==> src/rtl/loader_pkg.sv <==
// Shared constants and state encodings for the UART bus loader.
// Opcodes, reply bytes and the command/bus-port FSM state sets.
package loader_pkg;

  localparam logic [7:0] OP_WRITE = 8'h57;
  localparam logic [7:0] OP_READ  = 8'h52;
  localparam logic [7:0] OP_PING  = 8'h50;
  localparam logic [7:0] BYTE_ACK = 8'h2E;
  localparam logic [7:0] BYTE_ERR = 8'h3F;

  typedef enum logic [3:0] {
    IDLE,
    ADDR_LO,
    ADDR_HI,
    LEN,
    WDATA,
    WRITE,
    RREQ,
    RWAIT,
    RSEND,
    ACK
  } state_e;

  typedef enum logic [1:0] {
    BP_IDLE,
    BP_WRITE,
    BP_SETTLE,
    BP_WAIT
  } bp_state_e;

endpackage

==> src/rtl/uart_bus_loader_if.sv <==
// Bus-side signal bundle between the loader (master) and the memory responder.
interface uart_bus_loader_if;
  logic [15:0] bus_addr;
  logic [7:0]  bus_wr_data;
  logic        bus_wr_en;
  logic        bus_rd_req;
  logic [7:0]  bus_rd_data;
  logic        bus_ready;

  modport master (
    output bus_addr, bus_wr_data, bus_wr_en, bus_rd_req,
    input  bus_rd_data, bus_ready
  );

  modport slave (
    input  bus_addr, bus_wr_data, bus_wr_en, bus_rd_req,
    output bus_rd_data, bus_ready
  );
endinterface

==> src/rtl/bus_port.sv <==
// Single-transfer bus handshake: one-cycle write strobe, or a read with
// settle window and bounded wait for bus_ready. Reports done/timeout.
module bus_port
  import loader_pkg::*;
#(
  parameter int unsigned BUS_WAIT_MAX = 255,
  parameter int unsigned READ_SETTLE  = 2
) (
  input  logic              clk_i,
  input  logic              rst_i,
  input  logic              start_wr_i,
  input  logic              start_rd_i,
  input  logic [15:0]       addr_i,
  input  logic [7:0]        wdata_i,
  output logic              done_o,
  output logic              timeout_o,
  output logic [7:0]        rdata_o,
  uart_bus_loader_if.master bus
);

  localparam int unsigned CNT_W = 16;

  bp_state_e        state_q, state_d;
  logic [CNT_W-1:0] cnt_q, cnt_d;
  logic [15:0]      addr_q, addr_d;
  logic [7:0]       wdata_q, wdata_d;

  always_ff @(posedge clk_i) begin
    if (rst_i) begin
      state_q <= BP_IDLE;
      cnt_q   <= '0;
      addr_q  <= '0;
      wdata_q <= '0;
    end else begin
      state_q <= state_d;
      cnt_q   <= cnt_d;
      addr_q  <= addr_d;
      wdata_q <= wdata_d;
    end
  end

  always_comb begin
    state_d   = state_q;
    cnt_d     = cnt_q;
    addr_d    = addr_q;
    wdata_d   = wdata_q;
    done_o    = 1'b0;
    timeout_o = 1'b0;
    rdata_o   = '1;
    unique case (state_q)
      BP_IDLE: begin
        if (start_wr_i) begin
          addr_d  = addr_i;
          wdata_d = wdata_i;
          state_d = BP_WRITE;
        end else if (start_rd_i) begin
          addr_d  = addr_i;
          cnt_d   = '0;
          state_d = (READ_SETTLE == 0) ? BP_WAIT : BP_SETTLE;
        end
      end
      BP_WRITE: begin
        // Strobe cycle completes the write; returning to idle guarantees a gap.
        done_o  = 1'b1;
        state_d = BP_IDLE;
      end
      BP_SETTLE: begin
        if (cnt_q == CNT_W'(READ_SETTLE - 1)) begin
          cnt_d   = '0;
          state_d = BP_WAIT;
        end else begin
          cnt_d = cnt_q + 1'b1;
        end
      end
      BP_WAIT: begin
        if (bus.bus_ready) begin
          done_o  = 1'b1;
          rdata_o = bus.bus_rd_data;
          state_d = BP_IDLE;
        end else if (cnt_q == CNT_W'(BUS_WAIT_MAX - 1)) begin
          done_o    = 1'b1;
          timeout_o = 1'b1;
          state_d   = BP_IDLE;
        end else begin
          cnt_d = cnt_q + 1'b1;
        end
      end
      default: state_d = BP_IDLE;
    endcase
  end

  assign bus.bus_addr    = addr_q;
  assign bus.bus_wr_data = wdata_q;
  assign bus.bus_wr_en   = (state_q == BP_WRITE);
  assign bus.bus_rd_req  = (state_q == BP_SETTLE) || (state_q == BP_WAIT);

endmodule

==> src/rtl/uart_bus_loader.sv <==
// UART command loader: decodes W/R/P commands from received bytes, drives
// the bus through bus_port and paces replies into the UART transmitter.
module uart_bus_loader
  import loader_pkg::*;
#(
  parameter int unsigned BUS_WAIT_MAX = 255,
  parameter int unsigned READ_SETTLE  = 2
) (
  input  logic              sys_clk,
  input  logic              reset,
  input  logic [7:0]        rx_data,
  input  logic              rx_valid,
  output logic [7:0]        tx_data,
  output logic              tx_wr_en,
  input  logic              tx_busy,
  output logic              cpu_halt,
  output logic              cmd_error,
  uart_bus_loader_if.master bus
);

  state_e      state_q, state_d;
  logic [15:0] addr_q, addr_d;
  logic [8:0]  len_q, len_d;
  logic        is_rd_q, is_rd_d;
  logic [7:0]  ack_q, ack_d;
  logic [7:0]  rdata_q, rdata_d;
  logic [7:0]  tx_data_q;
  logic        tx_wr_en_q, cmd_error_q, cpu_halt_q;
  logic [1:0]  gap_q;

  logic        start_wr, start_rd, tx_fire, err, tx_ok;
  logic [7:0]  tx_byte;
  logic        bp_done, bp_timeout;
  logic [7:0]  bp_rdata;

  bus_port #(
    .BUS_WAIT_MAX(BUS_WAIT_MAX),
    .READ_SETTLE (READ_SETTLE)
  ) u_bus_port (
    .clk_i     (sys_clk),
    .rst_i     (reset),
    .start_wr_i(start_wr),
    .start_rd_i(start_rd),
    .addr_i    (addr_q),
    .wdata_i   (rx_data),
    .done_o    (bp_done),
    .timeout_o (bp_timeout),
    .rdata_o   (bp_rdata),
    .bus       (bus)
  );

  // gap_q holds off the next pulse for two cycles while tx_busy catches up.
  assign tx_ok = !tx_busy && (gap_q == '0);

  always_comb begin
    state_d  = state_q;
    addr_d   = addr_q;
    len_d    = len_q;
    is_rd_d  = is_rd_q;
    ack_d    = ack_q;
    rdata_d  = rdata_q;
    start_wr = 1'b0;
    start_rd = 1'b0;
    tx_fire  = 1'b0;
    tx_byte  = tx_data_q;
    err      = 1'b0;
    if (rx_valid && (state_q inside {RREQ, RWAIT, RSEND, WRITE, ACK})) err = 1'b1;
    unique case (state_q)
      IDLE: begin
        if (rx_valid) begin
          case (rx_data)
            OP_WRITE: begin is_rd_d = 1'b0; state_d = ADDR_LO; end
            OP_READ:  begin is_rd_d = 1'b1; state_d = ADDR_LO; end
            OP_PING:  begin ack_d = OP_PING; state_d = ACK; end
            default:  begin ack_d = BYTE_ERR; err = 1'b1; state_d = ACK; end
          endcase
        end
      end
      ADDR_LO: if (rx_valid) begin addr_d[7:0] = rx_data; state_d = ADDR_HI; end
      ADDR_HI: if (rx_valid) begin addr_d[15:8] = rx_data; state_d = LEN; end
      LEN: begin
        if (rx_valid) begin
          len_d   = (rx_data == 8'd0) ? 9'd256 : {1'b0, rx_data};
          state_d = is_rd_q ? RREQ : WDATA;
        end
      end
      WDATA: if (rx_valid) begin start_wr = 1'b1; state_d = WRITE; end
      WRITE: begin
        if (bp_done) begin
          addr_d = addr_q + 16'd1;
          len_d  = len_q - 9'd1;
          if (len_q == 9'd1) begin
            ack_d   = BYTE_ACK;
            state_d = ACK;
          end else begin
            state_d = WDATA;
          end
        end
      end
      RREQ: begin start_rd = 1'b1; state_d = RWAIT; end
      RWAIT: begin
        if (bp_done) begin
          rdata_d = bp_rdata;
          if (bp_timeout) err = 1'b1;
          addr_d  = addr_q + 16'd1;
          len_d   = len_q - 9'd1;
          state_d = RSEND;
        end
      end
      RSEND: begin
        if (tx_ok) begin
          tx_fire = 1'b1;
          tx_byte = rdata_q;
          state_d = (len_q == 9'd0) ? IDLE : RREQ;
        end
      end
      ACK: begin
        if (tx_ok) begin
          tx_fire = 1'b1;
          tx_byte = ack_q;
          state_d = IDLE;
        end
      end
      default: state_d = IDLE;
    endcase
  end

  always_ff @(posedge sys_clk) begin
    if (reset) begin
      state_q     <= IDLE;
      addr_q      <= '0;
      len_q       <= '0;
      is_rd_q     <= 1'b0;
      ack_q       <= '0;
      rdata_q     <= '0;
      tx_data_q   <= '0;
      tx_wr_en_q  <= 1'b0;
      cmd_error_q <= 1'b0;
      cpu_halt_q  <= 1'b0;
      gap_q       <= '0;
    end else begin
      state_q     <= state_d;
      addr_q      <= addr_d;
      len_q       <= len_d;
      is_rd_q     <= is_rd_d;
      ack_q       <= ack_d;
      rdata_q     <= rdata_d;
      tx_data_q   <= tx_byte;
      tx_wr_en_q  <= tx_fire;
      cmd_error_q <= err;
      cpu_halt_q  <= (state_d != IDLE);
      if (tx_fire)           gap_q <= 2'd2;
      else if (gap_q != '0)  gap_q <= gap_q - 2'd1;
    end
  end

  assign tx_data   = tx_data_q;
  assign tx_wr_en  = tx_wr_en_q;
  assign cmd_error = cmd_error_q;
  assign cpu_halt  = cpu_halt_q;

endmodule

==> src/flat_wrapper.sv <==
// flat-port wrapper written by rule: the top's interface ports become plain ports
module uart_bus_loader_flat import loader_pkg::*;
#(
  parameter int unsigned BUS_WAIT_MAX = 255,
  parameter int unsigned READ_SETTLE  = 2
)
  (sys_clk, reset, rx_data, rx_valid, tx_data, tx_wr_en, tx_busy, cpu_halt, cmd_error, bus_bus_addr, bus_bus_wr_data, bus_bus_wr_en, bus_bus_rd_req, bus_bus_rd_data, bus_bus_ready);
  uart_bus_loader_if bus_i ();
  input  logic sys_clk;
  input  logic reset;
  input  logic [7:0] rx_data;
  input  logic rx_valid;
  output logic [7:0] tx_data;
  output logic tx_wr_en;
  input  logic tx_busy;
  output logic cpu_halt;
  output logic cmd_error;
  output wire logic [$bits(bus_i.bus_addr)-1:0] bus_bus_addr;
  output wire logic [$bits(bus_i.bus_wr_data)-1:0] bus_bus_wr_data;
  output wire logic [$bits(bus_i.bus_wr_en)-1:0] bus_bus_wr_en;
  output wire logic [$bits(bus_i.bus_rd_req)-1:0] bus_bus_rd_req;
  input wire logic [$bits(bus_i.bus_rd_data)-1:0] bus_bus_rd_data;
  input wire logic [$bits(bus_i.bus_ready)-1:0] bus_bus_ready;
  assign bus_bus_addr = bus_i.bus_addr;
  assign bus_bus_wr_data = bus_i.bus_wr_data;
  assign bus_bus_wr_en = bus_i.bus_wr_en;
  assign bus_bus_rd_req = bus_i.bus_rd_req;
  assign bus_i.bus_rd_data = bus_bus_rd_data;
  assign bus_i.bus_ready = bus_bus_ready;
  uart_bus_loader #(.BUS_WAIT_MAX(BUS_WAIT_MAX), .READ_SETTLE(READ_SETTLE)) u_core (.sys_clk(sys_clk), .reset(reset), .rx_data(rx_data), .rx_valid(rx_valid), .tx_data(tx_data), .tx_wr_en(tx_wr_en), .tx_busy(tx_busy), .cpu_halt(cpu_halt), .cmd_error(cmd_error), .bus(bus_i));
endmodule
==> config.mk <==
export PLATFORM = sky130hd
export DESIGN_NAME = uart_bus_loader_flat
export DESIGN_NICKNAME = d
export VERILOG_FILES = /design/src/rtl/loader_pkg.sv /design/src/rtl/uart_bus_loader_if.sv /design/src/rtl/bus_port.sv /design/src/rtl/uart_bus_loader.sv /design/src/flat_wrapper.sv
export SDC_FILE = /design/constraint.sdc
export NUM_CORES = 1
export LEC_CHECK = 0
export CORE_MARGIN = 3
export CORE_UTILIZATION = 50
export CTS_CLUSTER_SIZE = 24
export DETAILED_ROUTE_END_ITERATION = 8
export GPL_ROUTABILITY_DRIVEN = 0
export PLACE_DENSITY = 0.84
export SLEW_MARGIN = 40
export SYNTH_ARGS = -nofsm -noshare
export SYNTH_HDL_FRONTEND = slang
export SYNTH_SLANG_ARGS = --single-unit
==> constraint.sdc <==
create_clock -name sys_clk -period 6.8 [get_ports sys_clk]
set_input_delay 1.36 -clock sys_clk [delete_from_list [all_inputs] [get_ports sys_clk]]
set_output_delay 1.36 -clock sys_clk [all_outputs]
set_load 0.005 [all_outputs]
=== After elaboration in Yosys (flattened, before gate mapping) ===
Index checks and enable logic that the tools add are counted.

* Output and inout port bits: 37
* Input bits: 21
* Register bits: 101
* Word-level logic and storage cells: 158

* Add/sub/neg operators: 4
* Multiplexer cells: 65
* Reduce and logical (&&, ||, !) cells: 37
* Equal/unequal tests: 35

{| class="wikitable"
|+ Operator list
! kind !! count
|-
| 16-bit 2-to-1 mux || 8
|-
| 8-bit one-hot mux with 2 select lines || 5
|-
| 8-bit 2-to-1 mux || 8
|-
| 16-bit one-hot mux with 3 select lines || 1
|-
| 4-bit 2-to-1 mux || 11
|-
| 4-bit one-hot mux with 10 select lines || 1
|-
| 16-bit by 1-bit adder with 16-bit output (second input constant) || 2
|-
| 9-bit 2-to-1 mux || 3
|-
| 8-bit by 7-bit == test with 1-bit output (second input constant) || 3
|-
| 2-bit inequality test (second input constant) || 10
|-
| 9-bit one-hot mux with 2 select lines || 1
|-
| 3-bit AND reduction || 6
|-
| 2-bit nonzero test || 9
|-
| 16-bit by 1-bit == test with 1-bit output (second input constant) || 1
|-
| 16-bit by 8-bit == test with 1-bit output (second input constant) || 1
|-
| 4-bit by 3-bit == test with 1-bit output (second input constant) || 4
|-
| 2-bit 2-to-1 mux || 8
|-
| 1-bit 2-to-1 mux || 14
|-
| 2-bit by 1-bit inequality test with 1-bit output (second input constant) || 5
|-
| 5-bit AND reduction || 2
|-
| 9-bit by 1-bit == test with 1-bit output (second input constant) || 1
|-
| 9-bit zero test || 1
|-
| 9-bit by 1-bit subtractor with 9-bit output (second input constant) || 1
|-
| 4-bit by 2-bit == test with 1-bit output (second input constant) || 2
|-
| other kinds (22) || 33
|}

=== Longest topological paths before layout ===
* Depth after elaboration: 7
* Gate-level depth with buffers: 8
* Gate-level depth less buffers: 7

=== Cells and area by module ===
From an unflattened synthesis, not the netlist that was laid out.

* Cell total of the unflattened synthesis: 628
* Area total of the unflattened synthesis: 5,079.9 µm²

{| class="wikitable"
|+ By module, submodules not included
! module !! instances !! seq. area each (µm²) !! area an instance (µm²) !! cells each
|-
| uart_bus_loader || 1 || 1,101.1 || 2,979.1 || 383
|-
| bus_port || 1 || 840.8 || 2,100.8 || 245
|}

=== Worst setup path before layout ===
Ideal clock, no wire load.

* Path type: in2reg
* From: in rx_valid
* To: reg u_core.u_bus_port.wdata_q[0], in the netlist u_core.u_bus_port.bus.bus_wr_data[0]
* Slack: 3,684 ps
* Data required time: 6,672 ps
* Arrival time: 2,988 ps
* Buffers on the path: 3
* Library setup time: 128 ps
* Cell stages on the path: 7
* Cell sequence: buf_2 -> or3b_2 -> clkbuf_1 -> or4_1 -> clkbuf_1 -> mux2i_1 -> nor2_1

* Word-level cells in the longest chain between the ends: 3

{| class="wikitable"
|+ Ends and longest elaborated chain
! what !! RTL line !! RTL
|-
| from (decl) || flat_wrapper.sv:12 || <nowiki>input logic rx_valid;</nowiki>
|-
| 1-bit 2-to-1 mux || uart_bus_loader.sv:87 || <nowiki>WDATA: if (rx_valid) begin start_wr = 1'b1; state_d = WRITE; end</nowiki>
|-
| 1-bit 2-to-1 mux || uart_bus_loader.sv:68 || <nowiki>unique case (state_q)</nowiki>
|-
| 2-bit AND reduction (no line) || - ||
|-
| to (signal assigned) || bus_port.sv:38 || <nowiki>wdata_q <= wdata_d;</nowiki>
|-
| to (decl) || bus_port.sv:26 || <nowiki>logic [7:0] wdata_q, wdata_d;</nowiki>
|}

Every way passes these cells.
A chain may end at the register's enable or synchronous reset.

=== Final worst setup path ===
* From: in rx_valid
* To: reg u_core.u_bus_port.wdata_q[1], in the netlist u_core.u_bus_port.bus.bus_wr_data[1]

The elaborated chain is that of the path after synthesis.

==> run_results.csv <==
group,metric,value,unit
yosys,async_flop_share,0,%
clock_network,worstSkewPairLatency,0.38,ns
yosys,synthesis.instances,577,
detailed_routing,ant_nets,0,
grt,grt_pass1_vias,4286,
die,io_pins,58,
worst_setup_path,r2r-end,"u_core.u_bus_port.cnt_q[3]",
yosys,synth.avg_cell_area,8.42,µm²
clock_network,cts_tree,"done",
grt,antenna_found_initial,0,
yosys,synth_area,4860,µm²
die,die_w,105,µm
place,place_ws,3.10,ns
cells_and_area,nets,642,
worst_setup_path,worstSetupPathType,"in -> reg",
clock_network,hold_buffers,0,
timing,finClkSkew,0.0166,ns
yosys,ys_types,69,
worst_setup_path,rrSetupSlack,4.01,ns
timing,fin_ws,3.46,ns
detailed_routing,vias,4688,
power_and_ir_drop,p_leak,1.92,nW
worst_setup_path,crit_path_start_kind,"primary input",
timing,fin_crit,3.34,ns
place,dp_cells,732,
clock_network,clk_path_buf_depth,2,
grt,grt_pass1_wl,20900,µm
worst_setup_path,cp_max_fo,10,
clock_network,post-cts-setup-buffers,0,
grt,grt_max_degree,80,
clock_network,cts_buffers,9,
place,dp_hpwl,8810,µm
grt,grt_overflow,0,
grt,grt_use_total,22.7,%
place,postPlaceCellArea,5470,µm²
timing,period_share,49.1,%
worst_setup_path,reg2reg_depth,6,
grt,gr-usage-met2,36.3,%
cells_and_area,diodes,0,
timing,slew_headroom,44.8,%
yosys,synth-main-ff-cell,"dfxtp_1",
clock_network,h-tree-depth,3,
yosys,synth_nets,605,
worst_setup_path,cp-end-kind,"flop",
flow_run,cap_violations,0,
cells_and_area,layoutNonFillerInstCount,748,
yosys,ys_warn_count,0,
timing,drv_slew,0,
worst_setup_path,cp_slowest_cell,"or4_1",
clock_network,clk_pin_slew,0.10,ns
yosys,ys_seq_area_share,40.0,%
detailed_routing,routed_wl,12600,µm
worst_hold_path,hold_class,"reg -> reg",
cells_and_area,layout-drive-gt1-share,7.27,%
worst_setup_path,worstPathArrival,3.57,ns
timing,finalHoldViolCount,0,
worst_setup_path,slowest_delay,0.67,ns
timing,fin_hold_ws,0.452,ns
detailed_routing,first_iter_violations,394,
cells_and_area,postLayoutCoreUtil,60.8,%
worst_hold_path,hold-path-endpoint,"u_core.gap_q[0]",
yosys,synth_edf_count,0,
worst_hold_path,worstHoldStart,"u_core.gap_q[0]",
clock_network,root_buffer,"clkbuf_8",
detailed_routing,drc,0,
worst_setup_path,crit_chain,"clkdlybuf4s50_1 > or3b_2 > or4_1 > mux2i_1 > nor2_1",
worst_setup_path,worstPathRequired,7.03,ns
yosys,synthMuxAreaShare,4.94,%
detailed_routing,viasPerCell,6.27,
power_and_ir_drop,pwr_density_cell,191,nW/µm²
worst_setup_path,r2r_start,"u_core.u_bus_port.cnt_q[11]",
timing,fin_setup_tns,0,ns
cells_and_area,fillers,781,
grt,gr-usage-met1,30.3,%
grt,use_met3,3.52,%
die,initial_core_util,52.1,%
yosys,synth-simple-area-share,23.8,%
power_and_ir_drop,vdd_ir_drop_max,95.5,µV
worst_hold_path,whs_path_depth,1,
die,row_count,35,
die,dieArea,10900,µm²
cells_and_area,area_delta_synth_final,16.6,%
timing,fmax,300,MHz
die,core,9330,µm²
outcome,status,"finished clean",
yosys,synth_top_family_by_area,"simple AND/OR/NAND/NOR gates",
yosys,synth_seq_cells,97,
timing,setup_viol,0,
place,numPortBuffers,57,
cells_and_area,final_area,5670,µm²
yosys,yosys.area_share.xor_xnor,1.98,%
die,die_h,105,µm
yosys,synth-compound-area-share,23.3,%
yosys,yosys.area_share.adder,1.80,%
power_and_ir_drop,power,1.08,mW
detailed_routing,firstDrtPassIters,6,
grt,top_usage_layer,"met2",
clock_network,cts_resized,0,
clock_network,cts.sinks,97,
timing,rsz0062_at_grt,"false",
detailed_routing,wl_per_cell,16.8,µm
timing,tightest_slew,0.828,ns
==> power by group <==
part | switching, mW | leakage, nW | internal, mW
clock network | 0.224 | 0.0982 | 0.152
logic | 0.0617 | 1.04 | 0.0457
registers | 0.0180 | 0.784 | 0.581
==> worst max-delay path: cells and delay by family <==
family / cells / cell delay [ns]
multiplexers: 1 / 0.24
AND/OR/NAND/NOR: 3 / 1.30
buffers and inverters: 1 / 0.66
==> final cells by class <==
class,instances,area [µm²],area share (%)
clock buffer,10,138,2.43
clock inverter,6,61.3,1.08
inverter,13,48.8,0.861
multi-input combinational,432,2720,47.9
sequential,97,1940,34.3
tap,129,161,2.85
timing repair buffer,61,599,10.6
==> registers in the layout, summed over array words and instances, names as in the netlist <==
name and count:
u_core.addr_q 16, u_core.is_rd_q 1, u_core.cmd_error 1, u_core.u_bus_port.bus.bus_wr_data 8, u_core.ack_q 4, u_core.gap_q 2
u_core.rdata_q 8, u_core.tx_wr_en 1, u_core.u_bus_port.cnt_q 16, u_core.tx_data 8, u_core.len_q 9, u_core.u_bus_port.bus.bus_addr 16
u_core.cpu_halt 1, u_core.state_q 4, u_core.u_bus_port.state_q 2
==> layout by cell type, fill, tap and decap left out, drive strengths merged, types with 4 or more instances in the layout <==
| master | instances |
|---|---|
| nand3 | 15 |
| buf | 5 |
| a21oi | 46 |
| nor2 | 77 |
| or3 | 5 |
| and3 | 9 |
| a31oi | 6 |
| dfxtp | 97 |
| a211oi | 11 |
| o221a | 8 |
| o221ai | 4 |
| clkbuf | 10 |
| inv | 16 |
| a221oi | 4 |
| xnor2 | 8 |
| nor4 | 8 |
| mux2i | 24 |
| o41ai | 7 |
| ha | 7 |
| a32o | 5 |
| or4 | 7 |
| and4 | 4 |
| o21ai | 33 |
| nand4 | 8 |
| nor3 | 17 |
| nand3b | 4 |
| nand2 | 55 |
| clkdlybuf4s50 | 56 |
==> cell families (layout without fill, tap and decap cells) <==
kind of cell | count (synthesis) | in the layout
AOI/OAI and AO/OA | 158 | 158
xor gates and xnor gates | 11 | 11
adders and majority gates | 7 | 7
buffers and inverters | 48 | 90
DFF | 97 | 97
muxes | 24 | 24
and+or+nand+nor | 232 | 232
==> routing by layer <==
metal	vias up	routed length, µm
met3	42	943
li1	2205	-
met4	0	364
met5	-	0
met2	226	5920
met1	2215	5370
==> worst max-delay path by stage <==
stage	endpoint	start	slack, ns	depth (start not counted)
finish	u_core.u_bus_port.bus.bus_wr_data[1]	rx_valid	3.46	5
global route	u_core.u_bus_port.bus.bus_wr_data[1]	rx_valid	3.34	5
CTS	u_core.u_bus_port.bus.bus_wr_data[4]	rx_valid	3.50	5
detailed placement	u_core.u_bus_port.bus.bus_wr_data[1]	rx_valid	3.10	5
global placement	u_core.u_bus_port.bus.bus_wr_data[2]	rx_valid	3.18	5
floorplan	u_core.u_bus_port.bus.bus_wr_data[0]	rx_valid	3.68	7
==> synth_stat cells (all sizes together), types with 3 or more instances <==
cell / n / area share (%)
xnor2: 8 / 1.4
o221ai: 4 / 0.85
nand2b: 3 / 0.39
a211o: 3 / 0.54
a2bb2oi: 3 / 0.54
inv: 13 / 1.0
or3: 5 / 0.64
a21o: 3 / 0.46
nand3: 15 / 1.5
o41ai: 7 / 1.6
a311oi: 3 / 0.54
and3: 9 / 1.2
a211oi: 11 / 1.7
and4: 4 / 0.72
ha: 7 / 1.8
o21ai: 33 / 3.6
a221oi: 4 / 0.98
a21oi: 46 / 4.7
a31oi: 6 / 0.77
a2111oi: 3 / 0.54
mux2i: 24 / 4.9
clkbuf: 24 / 1.9
nand2: 55 / 4.2
nor4: 8 / 1.0
dfxtp: 97 / 40
a32o: 5 / 1.0
or4: 7 / 1.3
xor2: 3 / 0.54
nor2: 77 / 5.9
o221a: 8 / 1.9
nor3b: 3 / 0.46
nor3: 17 / 1.9
buf: 11 / 1.3
nand4: 8 / 1.0
nand3b: 4 / 0.62
(Power assumes the default switching activity.)
